`config.mk`:
```
export PLATFORM = sky130hd
export DESIGN_NAME = reg_bus_master_flat
export DESIGN_NICKNAME = d
export VERILOG_FILES = /design/src/rtl/reg_bus_master_if.sv /design/src/rtl/reg_bus_master.sv /design/src/flat_wrapper.sv
export SDC_FILE = /design/constraint.sdc
export NUM_CORES = 1
export LEC_CHECK = 0
export BUFFER_PORTS_ARGS = -buffer_cell sky130_fd_sc_hd__buf_2
export CORE_MARGIN = 1
export CORE_UTILIZATION = 40
export CTS_CLUSTER_SIZE = 28
export DETAILED_ROUTE_END_ITERATION = 8
export HOLD_SLACK_MARGIN = 0.08
export PLACE_DENSITY = 0.67
export SLEW_MARGIN = 20
export SYNTH_ARGS = -nofsm -noshare
export SYNTH_HDL_FRONTEND = slang
export SYNTH_SLANG_ARGS = --single-unit
```
`constraint.sdc`:
```
create_clock -name clk -period 3.97 [get_ports clk]
set_input_delay 0.5955 -clock clk [delete_from_list [all_inputs] [get_ports clk]]
set_output_delay 0.5955 -clock clk [all_outputs]
set_load 0.005 [all_outputs]
```
`src/rtl/reg_bus_master_if.sv`:
```
// Command, register-bus and response signals of reg_bus_master.
//   command : cmd_valid/cmd_ready handshake with cmd_write, cmd_addr, cmd_wdata
//   bus     : addr, wdata, wen, ren out; rdata in
//   response: rsp_valid/rsp_ready handshake with rsp_addr, rsp_rdata
//   status  : busy
// Modport master is the bus initiator view; slave is the environment view
// (command source, register block and response consumer together).
interface reg_bus_master_if #(
  parameter int ADDR_W = 8,
  parameter int DATA_W = 32
) ();
  logic              cmd_valid;
  logic              cmd_ready;
  logic              cmd_write;
  logic [ADDR_W-1:0] cmd_addr;
  logic [DATA_W-1:0] cmd_wdata;
  logic [ADDR_W-1:0] addr;
  logic [DATA_W-1:0] wdata;
  logic              wen;
  logic              ren;
  logic [DATA_W-1:0] rdata;
  logic              rsp_valid;
  logic              rsp_ready;
  logic [ADDR_W-1:0] rsp_addr;
  logic [DATA_W-1:0] rsp_rdata;
  logic              busy;

  modport master (
    input  cmd_valid, cmd_write, cmd_addr, cmd_wdata, rdata, rsp_ready,
    output cmd_ready, addr, wdata, wen, ren, rsp_valid, rsp_addr, rsp_rdata, busy
  );

  modport slave (
    output cmd_valid, cmd_write, cmd_addr, cmd_wdata, rdata, rsp_ready,
    input  cmd_ready, addr, wdata, wen, ren, rsp_valid, rsp_addr, rsp_rdata, busy
  );
endinterface

```
`src/rtl/reg_bus_master.sv`:
```
// Register-bus initiator. Commands are queued in a FIFO_DEPTH-entry FIFO and
// issued one at a time as single-cycle wen/ren strobes; read data is captured
// RD_LATENCY cycles after the ren cycle and returned on the response port.
// Ports:
//   clk     : single rising-edge clock
//   reset_n : asynchronous active-low reset (aborts any transaction, flushes FIFO)
//   bus     : reg_bus_master_if.master (command, register bus, response, busy)
// Parameters: ADDR_W, DATA_W, FIFO_DEPTH (power of two, >= 2),
//             RD_LATENCY (0..3).
module reg_bus_master #(
  parameter int ADDR_W     = 8,
  parameter int DATA_W     = 32,
  parameter int FIFO_DEPTH = 4,
  parameter int RD_LATENCY = 1
) (
  input logic              clk,
  input logic              reset_n,
  reg_bus_master_if.master bus
);
  localparam int PTR_W = $clog2(FIFO_DEPTH);

  typedef enum logic [2:0] {
    S_IDLE,
    S_WRITE,
    S_READ,
    S_WAIT,
    S_RESP
  } state_e;

  state_e            state_q, state_d;

  logic [PTR_W-1:0]  wr_ptr_q, rd_ptr_q;
  logic [PTR_W:0]    count_q, count_d;
  logic              fifo_write_q [FIFO_DEPTH];
  logic [ADDR_W-1:0] fifo_addr_q  [FIFO_DEPTH];
  logic [DATA_W-1:0] fifo_wdata_q [FIFO_DEPTH];

  logic              push, pop, full, empty;

  logic [ADDR_W-1:0] addr_q, addr_d;
  logic [DATA_W-1:0] wdata_q, wdata_d;
  logic              wen_q, wen_d;
  logic              ren_q, ren_d;
  logic              rsp_valid_q, rsp_valid_d;
  logic [ADDR_W-1:0] rsp_addr_q, rsp_addr_d;
  logic [DATA_W-1:0] rsp_rdata_q, rsp_rdata_d;
  logic [1:0]        lat_q, lat_d;

  // cmd_ready does not look ahead at a same-cycle pop, so a full FIFO
  // always refuses for one cycle even while the head is being popped.
  assign full  = (count_q == (PTR_W+1)'(FIFO_DEPTH));
  assign empty = (count_q == '0);
  assign push  = bus.cmd_valid && !full;

  assign count_d = count_q + {{PTR_W{1'b0}}, push} - {{PTR_W{1'b0}}, pop};

  // FIFO storage carries no reset; only pointers and count define its content.
  always_ff @(posedge clk) begin
    if (push) begin
      fifo_write_q[wr_ptr_q] <= bus.cmd_write;
      fifo_addr_q[wr_ptr_q]  <= bus.cmd_addr;
      fifo_wdata_q[wr_ptr_q] <= bus.cmd_wdata;
    end
  end

  always_ff @(posedge clk or negedge reset_n) begin
    if (!reset_n) begin
      state_q     <= S_IDLE;
      wr_ptr_q    <= '0;
      rd_ptr_q    <= '0;
      count_q     <= '0;
      lat_q       <= '0;
      addr_q      <= '0;
      wdata_q     <= '0;
      wen_q       <= 1'b0;
      ren_q       <= 1'b0;
      rsp_valid_q <= 1'b0;
      rsp_addr_q  <= '0;
      rsp_rdata_q <= '0;
    end else begin
      state_q     <= state_d;
      count_q     <= count_d;
      lat_q       <= lat_d;
      addr_q      <= addr_d;
      wdata_q     <= wdata_d;
      wen_q       <= wen_d;
      ren_q       <= ren_d;
      rsp_valid_q <= rsp_valid_d;
      rsp_addr_q  <= rsp_addr_d;
      rsp_rdata_q <= rsp_rdata_d;
      if (push) wr_ptr_q <= wr_ptr_q + PTR_W'(1);
      if (pop)  rd_ptr_q <= rd_ptr_q + PTR_W'(1);
    end
  end

  // Bus outputs are registered, so each branch computes the value the bus
  // shows during the state being entered: the pop in IDLE already loads the
  // strobe, address and data seen throughout WRITE/READ.
  always_comb begin
    state_d     = state_q;
    pop         = 1'b0;
    lat_d       = lat_q;
    addr_d      = addr_q;
    wdata_d     = wdata_q;
    wen_d       = 1'b0;
    ren_d       = 1'b0;
    rsp_valid_d = rsp_valid_q;
    rsp_addr_d  = rsp_addr_q;
    rsp_rdata_d = rsp_rdata_q;
    case (state_q)
      S_IDLE: begin
        addr_d  = '0;
        wdata_d = '0;
        if (!empty) begin
          pop    = 1'b1;
          addr_d = fifo_addr_q[rd_ptr_q];
          if (fifo_write_q[rd_ptr_q]) begin
            wdata_d = fifo_wdata_q[rd_ptr_q];
            wen_d   = 1'b1;
            state_d = S_WRITE;
          end else begin
            ren_d   = 1'b1;
            state_d = S_READ;
          end
        end
      end
      S_WRITE: begin
        addr_d  = '0;
        wdata_d = '0;
        state_d = S_IDLE;
      end
      S_READ: begin
        if (RD_LATENCY == 0) begin
          rsp_valid_d = 1'b1;
          rsp_addr_d  = addr_q;
          rsp_rdata_d = bus.rdata;
          addr_d      = '0;
          state_d     = S_RESP;
        end else begin
          lat_d   = 2'(RD_LATENCY);
          state_d = S_WAIT;
        end
      end
      S_WAIT: begin
        // addr holds here so the register block may decode it late.
        lat_d = lat_q - 2'd1;
        if (lat_q == 2'd1) begin
          rsp_valid_d = 1'b1;
          rsp_addr_d  = addr_q;
          rsp_rdata_d = bus.rdata;
          addr_d      = '0;
          state_d     = S_RESP;
        end
      end
      S_RESP: begin
        addr_d  = '0;
        wdata_d = '0;
        if (bus.rsp_ready) begin
          rsp_valid_d = 1'b0;
          state_d     = S_IDLE;
        end
      end
      default: state_d = S_IDLE;
    endcase
  end

  assign bus.cmd_ready = !full;
  assign bus.addr      = addr_q;
  assign bus.wdata     = wdata_q;
  assign bus.wen       = wen_q;
  assign bus.ren       = ren_q;
  assign bus.rsp_valid = rsp_valid_q;
  assign bus.rsp_addr  = rsp_addr_q;
  assign bus.rsp_rdata = rsp_rdata_q;
  assign bus.busy      = !empty || (state_q != S_IDLE);
endmodule
```
`src/flat_wrapper.sv`:
```
// flat-port wrapper written by rule: the top's interface ports become plain ports
module reg_bus_master_flat 
#(
  parameter int ADDR_W     = 8,
  parameter int DATA_W     = 32,
  parameter int FIFO_DEPTH = 4,
  parameter int RD_LATENCY = 1
)
  (clk, reset_n, bus_cmd_valid, bus_cmd_write, bus_cmd_addr, bus_cmd_wdata, bus_rdata, bus_rsp_ready, bus_cmd_ready, bus_addr, bus_wdata, bus_wen, bus_ren, bus_rsp_valid, bus_rsp_addr, bus_rsp_rdata, bus_busy);
  reg_bus_master_if #(.ADDR_W(ADDR_W), .DATA_W(DATA_W)) bus_i ();
  input logic clk;
  input logic reset_n;
  input wire logic [$bits(bus_i.cmd_valid)-1:0] bus_cmd_valid;
  input wire logic [$bits(bus_i.cmd_write)-1:0] bus_cmd_write;
  input wire logic [$bits(bus_i.cmd_addr)-1:0] bus_cmd_addr;
  input wire logic [$bits(bus_i.cmd_wdata)-1:0] bus_cmd_wdata;
  input wire logic [$bits(bus_i.rdata)-1:0] bus_rdata;
  input wire logic [$bits(bus_i.rsp_ready)-1:0] bus_rsp_ready;
  output wire logic [$bits(bus_i.cmd_ready)-1:0] bus_cmd_ready;
  output wire logic [$bits(bus_i.addr)-1:0] bus_addr;
  output wire logic [$bits(bus_i.wdata)-1:0] bus_wdata;
  output wire logic [$bits(bus_i.wen)-1:0] bus_wen;
  output wire logic [$bits(bus_i.ren)-1:0] bus_ren;
  output wire logic [$bits(bus_i.rsp_valid)-1:0] bus_rsp_valid;
  output wire logic [$bits(bus_i.rsp_addr)-1:0] bus_rsp_addr;
  output wire logic [$bits(bus_i.rsp_rdata)-1:0] bus_rsp_rdata;
  output wire logic [$bits(bus_i.busy)-1:0] bus_busy;
  assign bus_i.cmd_valid = bus_cmd_valid;
  assign bus_i.cmd_write = bus_cmd_write;
  assign bus_i.cmd_addr = bus_cmd_addr;
  assign bus_i.cmd_wdata = bus_cmd_wdata;
  assign bus_i.rdata = bus_rdata;
  assign bus_i.rsp_ready = bus_rsp_ready;
  assign bus_cmd_ready = bus_i.cmd_ready;
  assign bus_addr = bus_i.addr;
  assign bus_wdata = bus_i.wdata;
  assign bus_wen = bus_i.wen;
  assign bus_ren = bus_i.ren;
  assign bus_rsp_valid = bus_i.rsp_valid;
  assign bus_rsp_addr = bus_i.rsp_addr;
  assign bus_rsp_rdata = bus_i.rsp_rdata;
  assign bus_busy = bus_i.busy;
  reg_bus_master #(.ADDR_W(ADDR_W), .DATA_W(DATA_W), .FIFO_DEPTH(FIFO_DEPTH), .RD_LATENCY(RD_LATENCY)) u_core (.clk(clk), .reset_n(reset_n), .bus(bus_i));
endmodule
```
==> results of run 1 <==
metrics by stage:
stage | area (um^2) | setup WS, ns | total power, uW | instances | hold slack [ns]
final | 11700 | 1.49 | 8950 | 987 | 0.0940
after global routing | 11700 | 1.24 | 9470 | 987 | 0.185
after CTS | 11600 | 1.45 | 9090 | 987 | 0.255
after detailed placement | 10800 | 1.34 | 6560 | 940 | 0.476
after global placement | 10800 | 1.47 | 6430 | 940 | 0.468
after floorplan | 9650 | 1.56 | 5690 | 482 | 0.300
routing by layer:
layer	track usage	up-vias	share of wire
met5	0	-	0
met4	0.0333	0	0.016
met2	0.257	192	0.49
met1	0.192	2509	0.42
li1	-	2226	-
met3	0.0347	25	0.071
power breakdown:
| part | switching [uW] | leakage [uW] | internal [uW] |
|---|---|---|---|
| combinational | 1210 | 0.00152 | 1170 |
| sequential | 401 | 0.00270 | 3650 |
| clock | 977 | 0.000442 | 1530 |
area by class of cell:
type	count	share of cell area
multi-input cells	179	0.184
flip-flops and latches	259	0.627
repair buffers	165	0.0722
clock inverters	8	0.0108
well taps	319	0.0342
inverters	18	0.00580
clock buffers	39	0.0661
how the worst min path moves through the flow:
stage          slack, ns                   endpoint                startpoint  cells past startpoint
6_report            0.09   u_core.bus.rsp_rdata[15]                   reset_n                      1
2_1_floorplan       0.30         u_core.bus.addr[0]                   reset_n                      0
3_3_place_gp        0.47   u_core.bus.rsp_rdata[24]  u_core.bus.rsp_rdata[24]                      1
5_1_grt             0.18   u_core.bus.rsp_rdata[18]                   reset_n                      1
4_1_cts             0.26  u_core.fifo_wdata_q[2][1]          bus_cmd_wdata[1]                      1
3_5_place_dp        0.48     u_core.bus.rsp_addr[1]    u_core.bus.rsp_addr[1]                      1
cells in the mapped netlist, drive strengths merged:
cell	n
and2	5
nand3	4
a31oi	1
xnor2	5
mux4	41
fa	1
buf	15
or3b	1
inv	18
edfxtp	164
o31ai	8
nor2	4
or2	2
o21ai	9
clkbuf	11
o21a	2
a22o	32
mux2	41
a21oi	2
nor2b	1
and3	1
ha	7
dfrtp	95
o211ai	1
nand3b	1
nand2	3
nor3	3
o41ai	1
a21boi	2
or3	1
worst max-delay path: stages, from the launching register on:
cell	delay [ns]
dfrtp_1	0.42
nor2b_1	0.40
nand3_2	0.86
mux2_1	0.65
logic make-up (layout without fill, tap and decap cells):
| family | Yosys count | in the layout |
|---|---|---|
| AND/OR/NAND/NOR | 26 | 26 |
| AO/OA/AOI/OAI | 58 | 58 |
| flip-flops | 259 | 259 |
| multiplexers | 82 | 82 |
| adder cells (fa/ha/maj) | 8 | 8 |
| buffers and inverters | 44 | 230 |
| XOR/XNOR | 5 | 5 |
registers in the layout, summed over array words and instances, names as in the netlist, 2 cells and up:
register	cells
u_core.lat_q	2
u_core.fifo_write_q	4
u_core.fifo_wdata_q	128
u_core.bus.addr	8
u_core.bus.rsp_addr	8
u_core.bus.wdata	32
u_core.fifo_addr_q	32
u_core.rd_ptr_q	2
u_core.state_q	3
u_core.count_q	3
u_core.wr_ptr_q	2
u_core.bus.rsp_rdata	32
==> metrics.txt, run 1 <==
run status=completed; endpoints failing hold=0; CTS hold repair buffers=0; Pre-Repair DR Iteration Count=4; Slew HR=0.309; Hold WC Path Type=in -> async; vias in the first global route=5087; layout cells sized above 1=0.380; RSZ-0062 raised after global routing=false; Compound-Gate Fraction of Synth Area=0.0464; Clk pin slew, worst setup/hold paths=0.06 ns; Worst R2R End=u_core.bus.rsp_rdata[29]; xor/xnor share of the synthesized area=0.00454; Final Cycle Share=0.624; Routed Antenna Nets=0; R2R setup slack=1.49 ns; Final HPWL DP=11.6 mm; mux contribution to synthesized area=0.144; worst vdd ir=0.407 mV; IO Port Bufs=161; total number of vias=between 4k and 5k; io pins=approximately 160; Synth Cell Area=9650 um^2; synthesized flop and latch total=259; All-Layer GR Usage=0.149; critical path class=reg -> reg; post-synthesis cell count=a little under 500; min cycle time layout=2.48 ns; Placement Rows=between 50 and 60; synthesis warning total=0; Critical Path End=u_core.bus.rsp_rdata[29]; root buf cell=clkbuf_16; DIE WIDTH=157 um; P&R area growth vs syn=20.8%; routed wire length=18.4 mm; largest family of logic cells by synthesized area=multiplexers; Avg Cell Area, Syn=around 20 um^2; Synth Area in Simple Gates=0.0150; net count after synthesis=roughly 570; die area=approximately 25000 um^2; Max Cap Viol=0; Synth top area share=0.511; n_diodes=0; total CTS buffers=26; library cells used by synthesis=32; most frequent cells in the layout=edfxtp_1, buf_2, dfrtp_1; mean routed wirelength per cell=18.7 um; register area=7310 um^2; CTS tree=yes; CP Launch Type=register; leading area contributor after synthesis=edfxtp_1; GRT Residual Overflow=0; fillers=1981; P_leak=0.00466 uW; Post-Synth Adder-Cell Area=0.0112; Final Setup Violations=0; final setup TNS=0 ns; core area=23500 um^2; initial antenna violation count=0; crit path DAT=2.87 ns; Clock Skew=0.0109 ns; origin of the worst setup path=u_core.state_q[1]; commonest non-fill, non-tap cell in the layout=edfxtp_1; worst-margin pin slew=roughly 1.0 ns; Slew Limit Fails=0; Crit Path Max Fanout=41; pin count of the biggest net entering global routing=81; Critical Path Sink Type=register; Area contributors post-synth=edfxtp_1, dfrtp_1, mux4_2; first-pass GRT wire length=28.1 mm; Worst EP required=4.36 ns; clk buf depth=3; multi-input combinational cell area=2140 um^2; Reg2Reg Depth=3; DRC viols=0; cell area power density=between 700 and 800 nW/um^2; Critical R2R Launch=u_core.state_q[1]; clk_lat worst skew=0.53 ns; Initial DRC Count=about 240; RD Place Congestion=0.722; Post-layout nets=734; Starting Density=0.410; Die Span Y=157 um; Resized cells post-CTS=0; CTS HTree Levels=1; fin util=0.495; vias per inst=about 5.0; Seq/Total Area, Yosys=0.757; Num Clock Sinks=259; Setup Fix Bufs, Post-CTS=0; Achievable Freq=roughly 400 MHz
(Power assumes the default switching activity.)
==> run 2, diff against run 1 <==
--- a/config.mk
+++ b/config.mk
@@ -11,7 +11,7 @@
 export CTS_CLUSTER_SIZE = 28
 export DETAILED_ROUTE_END_ITERATION = 8
 export HOLD_SLACK_MARGIN = 0.08
-export PLACE_DENSITY = 0.67
+export PLACE_DENSITY = 0.69
 export SLEW_MARGIN = 20
 export SYNTH_ARGS = -nofsm -noshare
 export SYNTH_HDL_FRONTEND = slang
==> constraint.sdc (replaced) <==
create_clock -name clk -period 2.2 [get_ports clk]
set_input_delay 0.33 -clock clk [delete_from_list [all_inputs] [get_ports clk]]
set_output_delay 0.33 -clock clk [all_outputs]
set_load 0.005 [all_outputs]
==> metrics.txt, run 2 (same netlist as run 1, synthesis figures left out) <==
run status=completed; Slew HR=0.439 (+0.130); Slew Limit Fails=0 (unchanged); IO Port Bufs=161 (unchanged); Placement Rows=56 (unchanged); logic gate share of total power=0.303 (+0.037); slowest cell on the critical path=fa_2; Pre-Repair DR Iteration Count=4 (unchanged); Max Cap Viol=0 (unchanged); CP bufs+invs=2 (+2); setup ws final=0.0461 ns (-1.45 ns); die area=24700 um^2 (unchanged); critical-path cell list=or3_4, nand2_2, inv_2, ha_4, inv_2, ha_2, fa_2, xnor2_2, xnor2_1; overall power=16700 uW (+87%); switching share of power=0.289 (-0.000545); DRC viols=0 (unchanged); delay-heaviest family, CP=adder cells; Hold WC Path Type=in -> async; n_diodes=0 (unchanged); io pins=162 (unchanged); hold_ws=0.270 ns (+0.176 ns); endpoints failing hold=0 (unchanged); R2R setup slack=0.05 ns (-1.45 ns); DIE WIDTH=157 um (unchanged); P&R area growth vs syn=31.3%; GRT Residual Overflow=0 (unchanged); clock power share=0.273 (-0.008); critical path class=reg -> reg; crit path DAT=2.55 ns (-0.32 ns); Worst R2R End=u_core.count_q[2]; Final Setup Violations=0 (unchanged); dpl cells=959 (+2.0%); layout cells sized above 1=0.371 (-0.00948); cell area power density=1320 nW/um^2 (+72%); share of power burned in registers=0.425 (-0.028); commonest non-fill, non-tap cell in the layout=edfxtp_1; CTS HTree Levels=1 (unchanged); vias per inst=4.84 (-3.5%); worst-margin pin slew=0.841 ns (-0.194 ns); P_leak=0.00510 uW (+9.4%); total number of vias=5254 (+6.1%); Num Clock Sinks=259 (unchanged); All-Layer GR Usage=0.163 (+0.0132); clk_lat worst skew=0.52 ns (about the same); fin util=0.538 (+0.0428); Post-layout nets=830 (+13%); Internal=11900 uW (+87%); initial antenna violation count=0 (unchanged); routed wire length=19.9 mm (+8.0%); clk buf depth=3 (unchanged); RSZ-0062 raised after global routing=true; Clk pin slew, worst setup/hold paths=0.06 ns (about the same); Crit Path Max Fanout=2 (-95%); Final Cycle Share=0.979 (+0.355); Critical Path Sink Type=register; first-pass GRT wire length=30.4 mm (+8.1%); min cycle time layout=2.15 ns (-0.325 ns); Critical R2R Launch=u_core.count_q[2]; RD Place Congestion=0.698 (-3.4%); Initial DRC Count=275 (+14%); CP peak stage delay=0.40 ns (-0.46 ns); root buf cell=clkbuf_16; Net Switching=4820 uW (+86%); Die Span Y=157 um (unchanged); Placement Setup Slack=-0.00636 ns (-1.35 ns); most frequent CP cell=inv_2; Achievable Freq=464 MHz (+15%); Clock Skew=0.0176 ns (+0.00674 ns); Final HPWL DP=12.0 mm (+3.3%); worst vdd ir=0.712 mV (+75%); origin of the worst setup path=u_core.count_q[2]; CP Launch Type=register; total CTS buffers=27 (+3.8%); fillers=1861 (-6.1%); most frequent cells in the layout=edfxtp_1, buf_2, dfrtp_1; core area=23500 um^2 (unchanged); CTS tree=yes; Reg2Reg Depth=9 (+6); Starting Density=0.410 (unchanged); register with the most flip-flops=u_core.fifo_wdata_q; Cell Count, Final, Fillers Out=1085 (+9.9%); mean routed wirelength per cell=18.3 um (-1.7%); Largest register FFs=128 (unchanged); vias in the first global route=5739 (+13%); Worst EP required=2.60 ns (-1.76 ns); pin count of the biggest net entering global routing=49 (-40%); Routed Antenna Nets=0 (unchanged)
-- run 2: cell types whose count changed in the layout (fill, tap and decap cells not counted), sizes merged --
cell         delta
buf            +20
clkbuf          -3
bufinv          +1
clkinv          +3
inv             +2
dlygate4sd3    +75
-- run 2: cell type report --
class | instances | area, um^2 | area share
clock inverters | 14 | 175 | 0.0138
inverters | 18 | 67.6 | 0.00533
flip-flops and latches | 259 | 7310 | 0.577
multi-input cells | 179 | 2170 | 0.172
repair buffers | 260 | 1810 | 0.143
well taps | 319 | 399 | 0.0315
clock buffers | 36 | 729 | 0.0576
-- run 2: what timing repair did --
item	4_1_cts	5_1_grt
hold buffers	75	0
gates cloned	0	0
setup endpoints to repair	1	1
setup buffers	0	1
hold endpoints to repair	267	0
resized for setup	1	6
pin swaps	1	5
-- run 2: power by group through the flow --
stage	Clock [uW]	Combinational (uW)	Sequential, uW
after floorplan	0	3130	7130
after global placement	0	4800	7090
after detailed placement	0	4980	7190
after CTS	4690	5100	7100
after global routing	4880	5600	7230
final	4550	5060	7100
-- run 2: routing by layer --
layer	vias to the layer above	routed length (um)	global-route usage
li1	2422	-	-
met1	2628	8360	0.202
met2	177	10000	0.289
met3	27	1170	0.0300
met4	0	327	0.0476
met5	-	0	0
-- run 2: through the flow --
| step | setup TNS (ns) | cell area [um^2] |
|---|---|---|
| after detailed placement | -0.00636 | 11000 |
| final | 0 | 12700 |
| after CTS | 0 | 12600 |
| after floorplan | -0.0144 | 9660 |
| after global routing | -0.0313 | 12700 |
| after global placement | 0 | 11000 |
-- run 2: worst max-delay path by stage --
stage	cells after the start	endpoint	slack, ns
3_5_place_dp	9	u_core.count_q[2]	-0.006
3_3_place_gp	9	u_core.count_q[2]	0.03
6_report	9	u_core.count_q[2]	0.05
2_1_floorplan	9	u_core.count_q[2]	-0.01
4_1_cts	9	u_core.count_q[2]	0.007
5_1_grt	9	u_core.count_q[2]	-0.03
==> run 3, diff against run 2 <==
--- a/config.mk
+++ b/config.mk
@@ -12,6 +12,7 @@
 export DETAILED_ROUTE_END_ITERATION = 8
 export HOLD_SLACK_MARGIN = 0.08
 export PLACE_DENSITY = 0.69
+export REMOVE_ABC_BUFFERS = 1
 export SLEW_MARGIN = 20
 export SYNTH_ARGS = -nofsm -noshare
 export SYNTH_HDL_FRONTEND = slang
==> metrics.txt, run 3 (same netlist as run 1, synthesis figures left out) <==
dpl cells=963 (+0.42%); crit path DAT=2.52 ns (-0.03 ns); Worst EP required=2.61 ns (about the same); Critical Path Sink Type=register; Initial DRC Count=318 (+16%); final instance area=12700 um^2 (+0.39%); IO Port Bufs=161 (unchanged); total CTS buffers=27 (unchanged); vias per inst=4.92 (+1.6%); total number of vias=5364 (+2.1%); critical-path cell list=or3_4, nand2_4, inv_4, ha_4, inv_2, ha_2, fa_2, xnor2_2, xnor2_1; clk_lat worst skew=0.54 ns (+0.02 ns); WL met2=9.90 mm (-1.2%); register with the most flip-flops=u_core.fifo_wdata_q; run status=completed; io pins=162 (unchanged); final setup TNS=0 ns (unchanged); cell area power density=1310 nW/um^2 (-0.37%); worst-margin pin slew=0.641 ns (-0.200 ns); RD Place Congestion=0.740 (+6.0%); min cycle time layout=2.11 ns (-0.0428 ns); vias in the first global route=5858 (+2.1%); initial antenna violation count=1 (+1); CP bufs+invs=2 (unchanged); clk buf depth=3 (unchanged); endpoints failing hold=0 (unchanged); DRC viols=0 (unchanged); root buf cell=clkbuf_16; Hold WC Path Type=in -> async; Max Cap Viol=0 (unchanged); met3 routed WL=1.59 mm (+36%); first-pass GRT wire length=31.1 mm (+2.5%); Die Span Y=157 um (unchanged); Num Clock Sinks=259 (unchanged); GRT Residual Overflow=0 (unchanged); slowest cell on the critical path=or3_4; All-Layer GR Usage=0.166 (+0.00336); commonest non-fill, non-tap cell in the layout=edfxtp_1; Placement Rows=56 (unchanged); hold_ws=0.269 ns (-0.000704 ns); P&R area growth vs syn=31.8%; pin count of the biggest net entering global routing=42 (-14%); CP Launch Type=register; CTS tree=yes; most frequent cells in the layout=edfxtp_1, buf_2, dfrtp_1; Cell Count, Final, Fillers Out=1090 (+0.46%); routed wire length=20.2 mm (+1.4%); Pre-Repair DR Iteration Count=4 (unchanged); die area=24700 um^2 (unchanged); layout cells sized above 1=0.378 (+0.00716); Final HPWL DP=12.6 mm (+5.4%); worst vdd ir=0.763 mV (+7.2%); CTS HTree Levels=1 (unchanged); Slew HR=0.572 (+0.133); Final Cycle Share=0.960 (-0.0194); Placed Area=11000 um^2 (+0.23%); CP peak stage delay=0.41 ns (about the same); Slew Limit Fails=0 (unchanged); mean routed wirelength per cell=18.5 um (+0.95%); Routed Antenna Nets=0 (unchanged); core area=23500 um^2 (unchanged); Starting Density=0.410 (unchanged); setup ws final=0.0889 ns (+0.0428 ns); Largest register FFs=128 (unchanged); Post-layout nets=834 (+0.48%); Crit Path Max Fanout=2 (unchanged); wl on met1=8.26 mm (-1.3%); Final Setup Violations=0 (unchanged); DIE WIDTH=157 um (unchanged); Achievable Freq=474 MHz (+2.0%); critical path class=reg -> reg; Clock Skew=0.0140 ns (-0.00364 ns); delay-heaviest family, CP=adder cells; Placement Setup Slack=-0.0326 ns (-0.0262 ns); P_leak=0.00512 uW (+0.39%); Clk pin slew, worst setup/hold paths=0.06 ns (about the same); highest metal used=met4
-- run 3: worst paths after layout --
kind	startpoint	end	slack, ns	depth (start not counted)
worst max-delay path	u_core.count_q[0]	u_core.count_q[2]	0.09	9
worst min register to register	u_core.bus.rsp_addr[2]	u_core.bus.rsp_addr[2]	0.48	1
worst min-delay path	reset_n	u_core.bus.rsp_rdata[12]	0.27	2
max in group asynchronous	reset_n	u_core.bus.rsp_rdata[0]	1.16	3
worst max register to register	u_core.count_q[0]	u_core.count_q[2]	0.09	9
min in group clk	bus_cmd_valid	u_core.wr_ptr_q[0]	0.31	3
-- run 3: layout make-up --
cell class,count,area (um^2)
inverters,18,70.1
flip-flops and latches,259,7310
repair buffers,264,1840
well taps,319,399
multi-input cells,179,2180
clock buffers,40,848
fillers,1834,10800
diodes,1,2.50
clock inverters,10,65.1
-- run 3: routing by layer --
metal  vias up  GRT usage
met5         -          0
met4         0     0.0379
met3        37     0.0476
met2       203      0.293
met1      2691      0.201
li1       2433          -
-- run 3: where the power goes --
group / internal, uW / leakage, uW / switching, uW
clock: 2680 / 0.000444 / 1820
combinational: 2560 / 0.00198 / 2580
sequential: 6580 / 0.00270 / 500
total: 11800 / 0.00512 / 4900
-- run 3: worst reg2reg max path, stage by stage, from the launching register on --
cell and delay, ns:
dfrtp_1 0.39, or3_4 0.41, nand2_4 0.08, inv_4 0.04, ha_4 0.25, inv_2 0.03
ha_2 0.18, fa_2 0.37, xnor2_2 0.14, xnor2_1 0.12
-- run 3: timing repair --
| item | 4_1_cts | 5_1_grt |
|---|---|---|
| hold buffers | 75 | 0 |
| resized for setup | 3 | 7 |
| endpoints found under the setup margin | 1 | 1 |
| buffers inserted | 1 | 0 |
| endpoints found under the hold margin | 222 | 0 |
| pin swaps | 3 | 4 |
-- run 3: through the flow --
| step | power, uW | util |
|---|---|---|
| after floorplan | 10100 | - |
| after global placement | 11900 | 0.467 |
| after detailed placement | 12200 | 0.467 |
| after CTS | 16900 | 0.539 |
| after global routing | 17700 | 0.540 |
| final | 16700 | 0.540 |
